**src/rtl/reg_dump_tx.sv**
```systemverilog
// Debug register-dump transmitter: walks regNo over [FIRST_REG, LAST_REG] and sends
// each register as a 5-byte UART 8N1 frame (index byte, then val MSB..LSB).
module reg_dump_tx #(
    parameter int unsigned CLKS_PER_BIT = 868,
    parameter int unsigned FIRST_REG    = 0,
    parameter int unsigned LAST_REG     = 31
) (
    input  logic        clk,
    input  logic        startin,
    input  logic        dump_req,
    output logic [4:0]  regNo,
    input  logic [31:0] val,
    output logic        tx,
    output logic        busy,
    output logic        done
);

    localparam int unsigned TW = $clog2(CLKS_PER_BIT);
    localparam logic [TW-1:0] TIMER_MAX = TW'(CLKS_PER_BIT - 1);

    typedef enum logic [2:0] {
        S_IDLE,
        S_SETTLE,
        S_START,
        S_DATA,
        S_STOP
    } state_e;

    state_e          state_q, state_d;
    logic [TW-1:0]   timer_q, timer_d;
    logic [2:0]      bit_q, bit_d;
    logic [2:0]      byte_q, byte_d;
    logic [4:0]      regno_q, regno_d;
    logic [31:0]     snap_q, snap_d;
    logic            tx_q, tx_d;
    logic            busy_q, busy_d;
    logic            done_q, done_d;

    logic [7:0]      cur_byte_c;
    logic [2:0]      bit_nxt_c;
    logic            timer_end_c;

    // Byte currently on the wire, selected by byte index
    always_comb begin
        case (byte_q)
            3'd0:    cur_byte_c = {3'b000, regno_q};
            3'd1:    cur_byte_c = snap_q[31:24];
            3'd2:    cur_byte_c = snap_q[23:16];
            3'd3:    cur_byte_c = snap_q[15:8];
            default: cur_byte_c = snap_q[7:0];
        endcase
    end

    assign bit_nxt_c   = bit_q + 3'd1;
    assign timer_end_c = (timer_q == TIMER_MAX);

    always_ff @(posedge clk or posedge startin) begin
        if (startin) begin
            state_q <= S_IDLE;
            timer_q <= '0;
            bit_q   <= '0;
            byte_q  <= '0;
            regno_q <= '0;
            snap_q  <= '0;
            tx_q    <= 1'b1;
            busy_q  <= 1'b0;
            done_q  <= 1'b0;
        end else begin
            state_q <= state_d;
            timer_q <= timer_d;
            bit_q   <= bit_d;
            byte_q  <= byte_d;
            regno_q <= regno_d;
            snap_q  <= snap_d;
            tx_q    <= tx_d;
            busy_q  <= busy_d;
            done_q  <= done_d;
        end
    end

    // Next-state and registered-output logic; the byte/register sequencing is the STOP exit
    always_comb begin
        state_d = state_q;
        timer_d = timer_q;
        bit_d   = bit_q;
        byte_d  = byte_q;
        regno_d = regno_q;
        snap_d  = snap_q;
        tx_d    = tx_q;
        busy_d  = busy_q;
        done_d  = 1'b0;

        case (state_q)
            S_IDLE: begin
                tx_d = 1'b1;
                if (dump_req) begin
                    state_d = S_SETTLE;
                    regno_d = 5'(FIRST_REG);
                    byte_d  = '0;
                    busy_d  = 1'b1;
                end
            end
            S_SETTLE: begin
                snap_d  = val;
                state_d = S_START;
                timer_d = '0;
                bit_d   = '0;
                tx_d    = 1'b0;
            end
            S_START: begin
                if (timer_end_c) begin
                    timer_d = '0;
                    state_d = S_DATA;
                    tx_d    = cur_byte_c[0];
                end else begin
                    timer_d = timer_q + TW'(1);
                end
            end
            S_DATA: begin
                if (timer_end_c) begin
                    timer_d = '0;
                    if (bit_q == 3'd7) begin
                        bit_d   = '0;
                        state_d = S_STOP;
                        tx_d    = 1'b1;
                    end else begin
                        bit_d = bit_nxt_c;
                        tx_d  = cur_byte_c[bit_nxt_c];
                    end
                end else begin
                    timer_d = timer_q + TW'(1);
                end
            end
            S_STOP: begin
                if (timer_end_c) begin
                    timer_d = '0;
                    if (byte_q < 3'd4) begin
                        byte_d  = byte_q + 3'd1;
                        state_d = S_START;
                        tx_d    = 1'b0;
                    end else begin
                        byte_d = '0;
                        if (regno_q < 5'(LAST_REG)) begin
                            regno_d = regno_q + 5'd1;
                            state_d = S_SETTLE;
                        end else begin
                            state_d = S_IDLE;
                            busy_d  = 1'b0;
                            done_d  = 1'b1;
                        end
                    end
                end else begin
                    timer_d = timer_q + TW'(1);
                end
            end
            default: begin
                state_d = S_IDLE;
            end
        endcase
    end

    assign regNo = regno_q;
    assign tx    = tx_q;
    assign busy  = busy_q;
    assign done  = done_q;

endmodule

```
**config.mk**
```make
export PLATFORM = sky130hd
export DESIGN_NAME = reg_dump_tx
export DESIGN_NICKNAME = d
export VERILOG_FILES = /design/src/rtl/reg_dump_tx.sv
export SDC_FILE = /design/constraint.sdc
export NUM_CORES = 1
export LEC_CHECK = 0
export CELL_PAD_IN_SITES_DETAIL_PLACEMENT = 1
export CELL_PAD_IN_SITES_GLOBAL_PLACEMENT = 1
export CORE_MARGIN = 10
export CORE_UTILIZATION = 46
export DETAILED_ROUTE_END_ITERATION = 10
export GPL_TIMING_DRIVEN = 0
export PLACE_DENSITY_LB_ADDON = 0.1
export SETUP_SLACK_MARGIN = 0.2
export SKIP_CTS_REPAIR_TIMING = 1
export SLEW_MARGIN = 20
export SYNTH_ARGS = -nofsm -noshare
export SYNTH_HDL_FRONTEND = slang
export SYNTH_SLANG_ARGS = --single-unit
```
**constraint.sdc**
```tcl
create_clock -name clk -period 6 [get_ports clk]
set_input_delay 1.2 -clock clk [delete_from_list [all_inputs] [get_ports clk]]
set_output_delay 1.2 -clock clk [all_outputs]
set_load 0.1 [all_outputs]
```
==> results of run 1 <==
[synthesized netlist by cell type, drive strengths merged (6+ instances only)]
cell type,n,area share
inv,13,0.016
nand4,6,0.012
clkbuf,13,0.016
nand2,18,0.022
nand3,10,0.018
a21oi,9,0.015
ha,8,0.033
nor3,6,0.011
dfrtp,58,0.47
nor2,21,0.026
o21ai,13,0.021
mux2,33,0.12
a22oi,10,0.024
[routing by layer]
metal	wire length, µm	up-vias	GRT usage
met5	0	-	0
met4	146	0	0.0748
met3	458	14	0.0381
met2	3980	61	0.266
met1	3830	1247	0.222
li1	-	1172	-
[report_power, final]
group | internal (mW) | switching, mW | total, mW
Sequential | 0.409 | 0.00676 | 0.416
Clock | 0.286 | 0.162 | 0.448
Combinational | 0.0326 | 0.0212 | 0.0538
[state kept, by name, summed over array words and instances, names as in the netlist, 3 cells and up]
register  count
bit_q         3
byte_q        3
regNo         5
snap_q       32
state_q       3
timer_q      10
[cell type report]
class	instances	share of cell area
well taps	77	0.0250
plain buffers	15	0.0152
flip-flops and latches	59	0.383
inverters	13	0.0133
clock inverters	5	0.0259
clock buffers	11	0.0366
repair buffers	43	0.114
multi-input cells	203	0.387
[worst min path at each step]
stage | startpoint | end | slack (ns) | cells past startpoint
floorplan | snap_q[6] | snap_q[6] | 0.47 | 1
global placement | snap_q[1] | snap_q[1] | 0.49 | 1
detailed placement | snap_q[4] | snap_q[4] | 0.49 | 1
CTS | snap_q[4] | snap_q[4] | 0.51 | 1
global route | snap_q[3] | snap_q[3] | 0.52 | 1
finish | snap_q[4] | snap_q[4] | 0.51 | 1
[metrics by stage]
stage               total power [mW]  instance area, µm²  hold WS, ns  instances  worst slack, ns
detailed placement             0.478                3620        0.494        410             3.13
global route                   0.945                3860        0.525        426             2.75
finish                         0.918                3860        0.508        426             2.77
CTS                            0.924                3860        0.510        426             2.76
global placement               0.474                3590        0.488        409             2.21
floorplan                      0.444                3080        0.475        290             3.35
[kinds of logic after synthesis]
logic type | count (synthesis) | synth area share
mux | 37 | 0.134
fa+ha+maj | 8 | 0.0325
flops | 59 | 0.480
xor+xnor | 10 | 0.0285
buf+inv | 28 | 0.0350
compound gates | 62 | 0.138
simple gates | 86 | 0.152
==> impl_metrics.toml, run 1 <==
[run_status]
status = "completed"

[drt]
via_per_inst = 5.85
wl_per_cell_um = 19.8
wl_um = 8420
detail-route-antenna-nets = 0
drt_pass1_iterations = 4
initialDrtViolationCount = 126
drc_errors = 0
dr_total_vias = 2494

[cts]
cts.sinks = 59
cts_inserted_buffers = 9
cts_buffer_depth = 2
ctsHtreeMaxLevel = 3
clkTransAtPathRegs_ns = 0.07
root_buffer = "clkbuf_8"
clock_latency_ns = 0.35
cts_tree = "yes"

[critical_path]
crit_start = "tx"
rrSetupSlack_ns = 3.57
cp_slowest_cell = "clkdlybuf4s50_1"
cp.buffers_inverters = 1
crit_arrival_ns = 2.03
worstPathMaxFanout = 2
cp_slowest_stage_delay_ns = 1.14
timing.rr.end = "tx"
crit_path_end_kind = "output port"
cp_top_family = "buffers and inverters"
ff2ff_path_depth = 6
path_cells = "clkdlybuf4s50_1"
crit_end = "tx"
r2r_start = "timer_q[0]"
cp.required_ns = 4.80
criticalPathCategory = "register to output port"
path_depth = 1
critPathLaunchType = "register"

[power_and_ir_drop]
p_per_area_nw_per_um2 = 238
p_leak_nw = 1.57
vdd_ir_drop_max_v = 0.000150

[synth]
synth_seq_cells = 59
yosysWarnings = 0
synthCells = 290
syn_avg_cell_area_um2 = 10.6
synth-edff-count = 0
synthArstFlopShare = 1.00
synth_ff_type = "dfrtp_1"
ys_types = 50
syn_area_um2 = 3080
syn-num-nets = 333
yosysSeqAreaShare = 0.480

[place]
io_buffers = 42
gp_congestion = 0.842
dp_hpwl_um = 6240

[timing]
period_minus_slack_ns = 3.23
tns_ns = 0
final-setup-viol-count = 0
fin_crit_sh = 0.538
hold_viol = 0
clock.fmax_mhz = 310
maxSlewViolCount = 0
slew_headroom = 0.337
rsz0062_at_grt = "no"
fin_skew_ns = 0.00619
worst_pin_slew_ns = 0.992

[hold_path]
hold_class = "register to register"

[die]
die_area_um2 = 10400
die_w_um = 102
rows = 29
core_um2 = 6420
fp.dieH_um = 102
initial_core_util = 0.479
io_pins = 43

[final_layout]
drive_gt1_frac = 0.178
regArea_um2 = 1480
layout_common_cells = "58 x dfrtp_1, 42 x clkdlybuf4s50_1, 33 x mux2_2"
antenna-diode-count = 0
nFillCells = 698
syn_to_final_growth_pct = 25.4
utilization = 0.601
multi_input_area_um2 = 1490
final_common_cell = "dfrtp_1"
layout.nets = 387

[global_route]
grt_first_pass_wirelength_um = 13900
grt_use_total = 0.171
overflow = 0
antenna_found_initial = 0
grt_max_degree = 40
grt_pass1_vias = 2656

[run]
max_cap_viol_count = 0
(Power assumes the default switching activity.)
==> run 2: changes to the inputs <==
- CORE_UTILIZATION: 46 -> 39
- clock period: 6 -> 2.7 ns (I/O delays scaled with it)
==> impl_metrics.toml, run 2 (same netlist as run 1, synthesis figures left out) <==
[timing]
worst_pin_slew_ns = 0.979
maxSlewViolCount = 0
final-setup-viol-count = 0
clock.fmax_mhz = 414
tns_ns = 0
period_minus_slack_ns = 2.42
fin_crit_sh = 0.895
rsz0062_at_grt = "no"
hold_viol = 0
slew_headroom = 0.346
fin_skew_ns = 0.00760

[power_and_ir_drop]
clockPowerShare = 0.471
combPwrFrac = 0.061
vdd_ir_drop_max_v = 0.000250
p_leak_nw = 1.68
pwr-share-seq = 0.468
intPower_mw = 1.55
p_sw_mw = 0.421
swShare = 0.214
power_mw = 1.97
p_per_area_nw_per_um2 = 503

[critical_path]
cp.required_ns = 2.16
cp_top_family = "buffers and inverters"
ff2ff_path_depth = 6
worstPathMaxFanout = 2
crit_path_end_kind = "output port"
critPathLaunchType = "register"
path_depth = 1
cp.buffers_inverters = 1
cp_slowest_stage_delay_ns = 1.15
criticalPathCategory = "register to output port"
crit_arrival_ns = 1.88
path_cells = "clkdlybuf4s50_1"
cp_slowest_cell = "clkdlybuf4s50_1"

[die]
initial_core_util = 0.400
io_pins = 43
die_area_um2 = 11800
core_um2 = 7690
fp.dieH_um = 109
die_w_um = 109
rows = 32

[global_route]
grt_pass1_vias = 2703
grt_use_total = 0.152
overflow = 0
grt_max_degree = 32
grt_first_pass_wirelength_um = 14000
antenna_found_initial = 0

[final_layout]
layout_common_cells = "58 x dfrtp_1, 36 x clkdlybuf4s50_1, 33 x mux2_2"
nFillCells = 856
utilization = 0.510
layout.nets = 389
final_common_cell = "dfrtp_1"
drive_gt1_frac = 0.191
regMostFlops = "snap_q"
antenna-diode-count = 0
syn_to_final_growth_pct = 27.4
fin_cells = 453
largest_reg_flops = 32

[cts]
root_buffer = "clkbuf_8"
clock_latency_ns = 0.34
cts_buffer_depth = 2
clkTransAtPathRegs_ns = 0.07
cts.sinks = 59
cts_inserted_buffers = 9
ctsHtreeMaxLevel = 3
cts_tree = "yes"

[drt]
detail-route-antenna-nets = 0
via_per_inst = 5.43
drt_pass1_iterations = 4
drc_errors = 0
dr_total_vias = 2459
wl_um = 8260
initialDrtViolationCount = 67
wl_per_cell_um = 18.2

[hold_path]
hold_class = "register to register"
min_path_cells = 1

[place]
dp_hpwl_um = 6130
gp_congestion = 0.798
dp.cells = 435
io_buffers = 42

[run]
max_cap_viol_count = 0

[run_status]
status = "completed"
run 2: metrics by stage:
stage               worst slack [ns]  hold slack, ns  cell area [µm²]
finish                         0.285           0.501             3920
global route                   0.209           0.523             3920
CTS                            0.121           0.507             3880
detailed placement             0.324           0.491             3650
global placement              -0.474           0.486             3630
floorplan                      0.643           0.475             3080
run 2: layout make-up:
class                           count  area (µm²)  share of cell area
Multi-Input combinational cell    203        1510               0.384
Sequential cell                    59        1480               0.377
Timing Repair Buffer               45         470               0.120
Clock buffer                       12         155              0.0396
Tap cell                          102         128              0.0325
Clock inverter                      4        72.6              0.0185
Buffer                             15        60.1              0.0153
Inverter                           13        51.3              0.0131
run 2: layer usage:
metal  up-vias  part of all wire  wire length (µm)  track usage
met5         -                 0                 0            0
met4         0            0.0076                63       0.0443
met3         5             0.044               364       0.0407
met2        49              0.50              4130        0.253
met1      1235              0.45              3700        0.189
li1       1170                 -                 -            -
run 2: worst paths after layout:
path / start / to / slack (ns)
min reg2reg: snap_q[4] / snap_q[4] / 0.50
max reg2reg: timer_q[0] / regNo[4] / 0.40
min in group asynchronous: startin / snap_q[28] / 0.54
max: busy / busy / 0.28
max in group asynchronous: startin / timer_q[7] / 1.65
min: snap_q[4] / snap_q[4] / 0.50
run 2: power groups by stage:
stage | Combinational, mW | Clock, mW | Sequential (mW)
floorplan | 0.0472 | 0 | 0.940
global placement | 0.115 | 0 | 0.939
detailed placement | 0.122 | 0 | 0.940
CTS | 0.122 | 0.955 | 0.923
global route | 0.132 | 0.992 | 0.926
finish | 0.120 | 0.929 | 0.923
==> run 3: changes to the inputs <==
- TNS_END_PERCENT: not set -> 50
==> impl_metrics.toml, run 3 (same netlist as run 1, synthesis figures left out) <==
[run_status]
status = "completed"

[die]
die_area_um2 = 11800
fp.dieH_um = 109
rows = 32
core_um2 = 7690
io_pins = 43
die_w_um = 109
initial_core_util = 0.400

[critical_path]
critPathLaunchType = "register"
worstPathMaxFanout = 2
cp_slowest_stage_delay_ns = 1.15
cp.buffers_inverters = 1
cp_slowest_cell = "clkdlybuf4s50_1"
cp.required_ns = 2.16
criticalPathCategory = "register to output port"
crit_arrival_ns = 1.87
path_cells = "clkdlybuf4s50_1"
crit_path_end_kind = "output port"
cp_top_family = "buffers and inverters"

[place]
dp_hpwl_um = 6130
gp_congestion = 0.798
io_buffers = 42
post-place-ws_ns = 0.324

[drt]
wl_um = 8250
drc_errors = 0
initialDrtViolationCount = 75
wl_per_cell_um = 18.2
dr_total_vias = 2453
drt_pass1_iterations = 4
detail-route-antenna-nets = 0
via_per_inst = 5.42

[final_layout]
largest_reg_flops = 32
regMostFlops = "snap_q"
layout_common_cells = "58 x dfrtp_1, 36 x clkdlybuf4s50_1, 33 x mux2_2"
final_common_cell = "dfrtp_1"
layout.nets = 389
antenna-diode-count = 0
utilization = 0.509
drive_gt1_frac = 0.191
syn_to_final_growth_pct = 27.2

[cts]
root_buffer = "clkbuf_8"
clkTransAtPathRegs_ns = 0.07
cts.sinks = 59
ctsHtreeMaxLevel = 3
cts_inserted_buffers = 9
cts_tree = "yes"
clock_latency_ns = 0.34
cts_buffer_depth = 2

[timing]
fin_crit_sh = 0.894
final-setup-viol-count = 0
finalWorstSetupSlack_ns = 0.286
slew_headroom = 0.346
worst_hold_slack_ns = 0.501
period_minus_slack_ns = 2.41
tns_ns = 0
fin_skew_ns = 0.00958
rsz0062_at_grt = "yes"
worst_pin_slew_ns = 0.979
hold_viol = 0
maxSlewViolCount = 0
clock.fmax_mhz = 414

[global_route]
met2_usage = 0.253
grt_pass1_vias = 2703
antenna_found_initial = 0
overflow = 0
use_met3 = 0.0407
grt_use_total = 0.152
grt_first_pass_wirelength_um = 14000
grt_max_degree = 32
grt.busiest_layer = "met2"
grtUsageMet1 = 0.189

[run]
max_cap_viol_count = 0

[power_and_ir_drop]
vdd_ir_drop_max_v = 0.000248
p_per_area_nw_per_um2 = 504
p_leak_nw = 1.66

[hold_path]
hold_class = "register to register"
## run 3: area by class of cell
cell class | instances | area, µm²
Buffer | 15 | 60.1
Clock buffer | 12 | 155
Clock inverter | 4 | 72.6
Fill cell | 855 | 3770
Inverter | 13 | 51.3
Multi-Input combinational cell | 203 | 1500
Sequential cell | 59 | 1480
Tap cell | 102 | 128
Timing Repair Buffer | 45 | 470
## run 3: path summary, 6_finish.rpt
check | from | end | slack (ns) | cells past startpoint
worst max-delay path | busy | busy | 0.29 | 1
worst min-delay path | snap_q[4] | snap_q[4] | 0.50 | 1
worst max register to register | timer_q[0] | busy | 0.37 | 6
worst min register to register | snap_q[4] | snap_q[4] | 0.50 | 1
max in group asynchronous | startin | timer_q[7] | 1.65 | 3
min in group asynchronous | startin | snap_q[28] | 0.54 | 2
## run 3: report_power, final
| group | internal, mW | leakage [nW] | total (mW) | switching [mW] |
|---|---|---|---|---|
| combinational | 0.0727 | 0.827 | 0.119 | 0.0467 |
| clock | 0.569 | 0.113 | 0.930 | 0.361 |
| sequential | 0.909 | 0.719 | 0.924 | 0.0146 |
## run 3: per-layer routing
metal / share of wire / wire length (µm)
met2: 0.50 / 4120
met1: 0.46 / 3760
met3: 0.038 / 312
met5: 0 / 0
met4: 0.0074 / 61
## run 3: stage by stage
step / std cells / total power [mW] / instance area [µm²]
6_report: 453 / 1.97 / 3920
3_5_place_dp: 435 / 1.06 / 3650
4_1_cts: 451 / 2.00 / 3880
5_1_grt: 453 / 2.05 / 3920
2_1_floorplan: 290 / 0.987 / 3080
3_3_place_gp: 434 / 1.05 / 3630
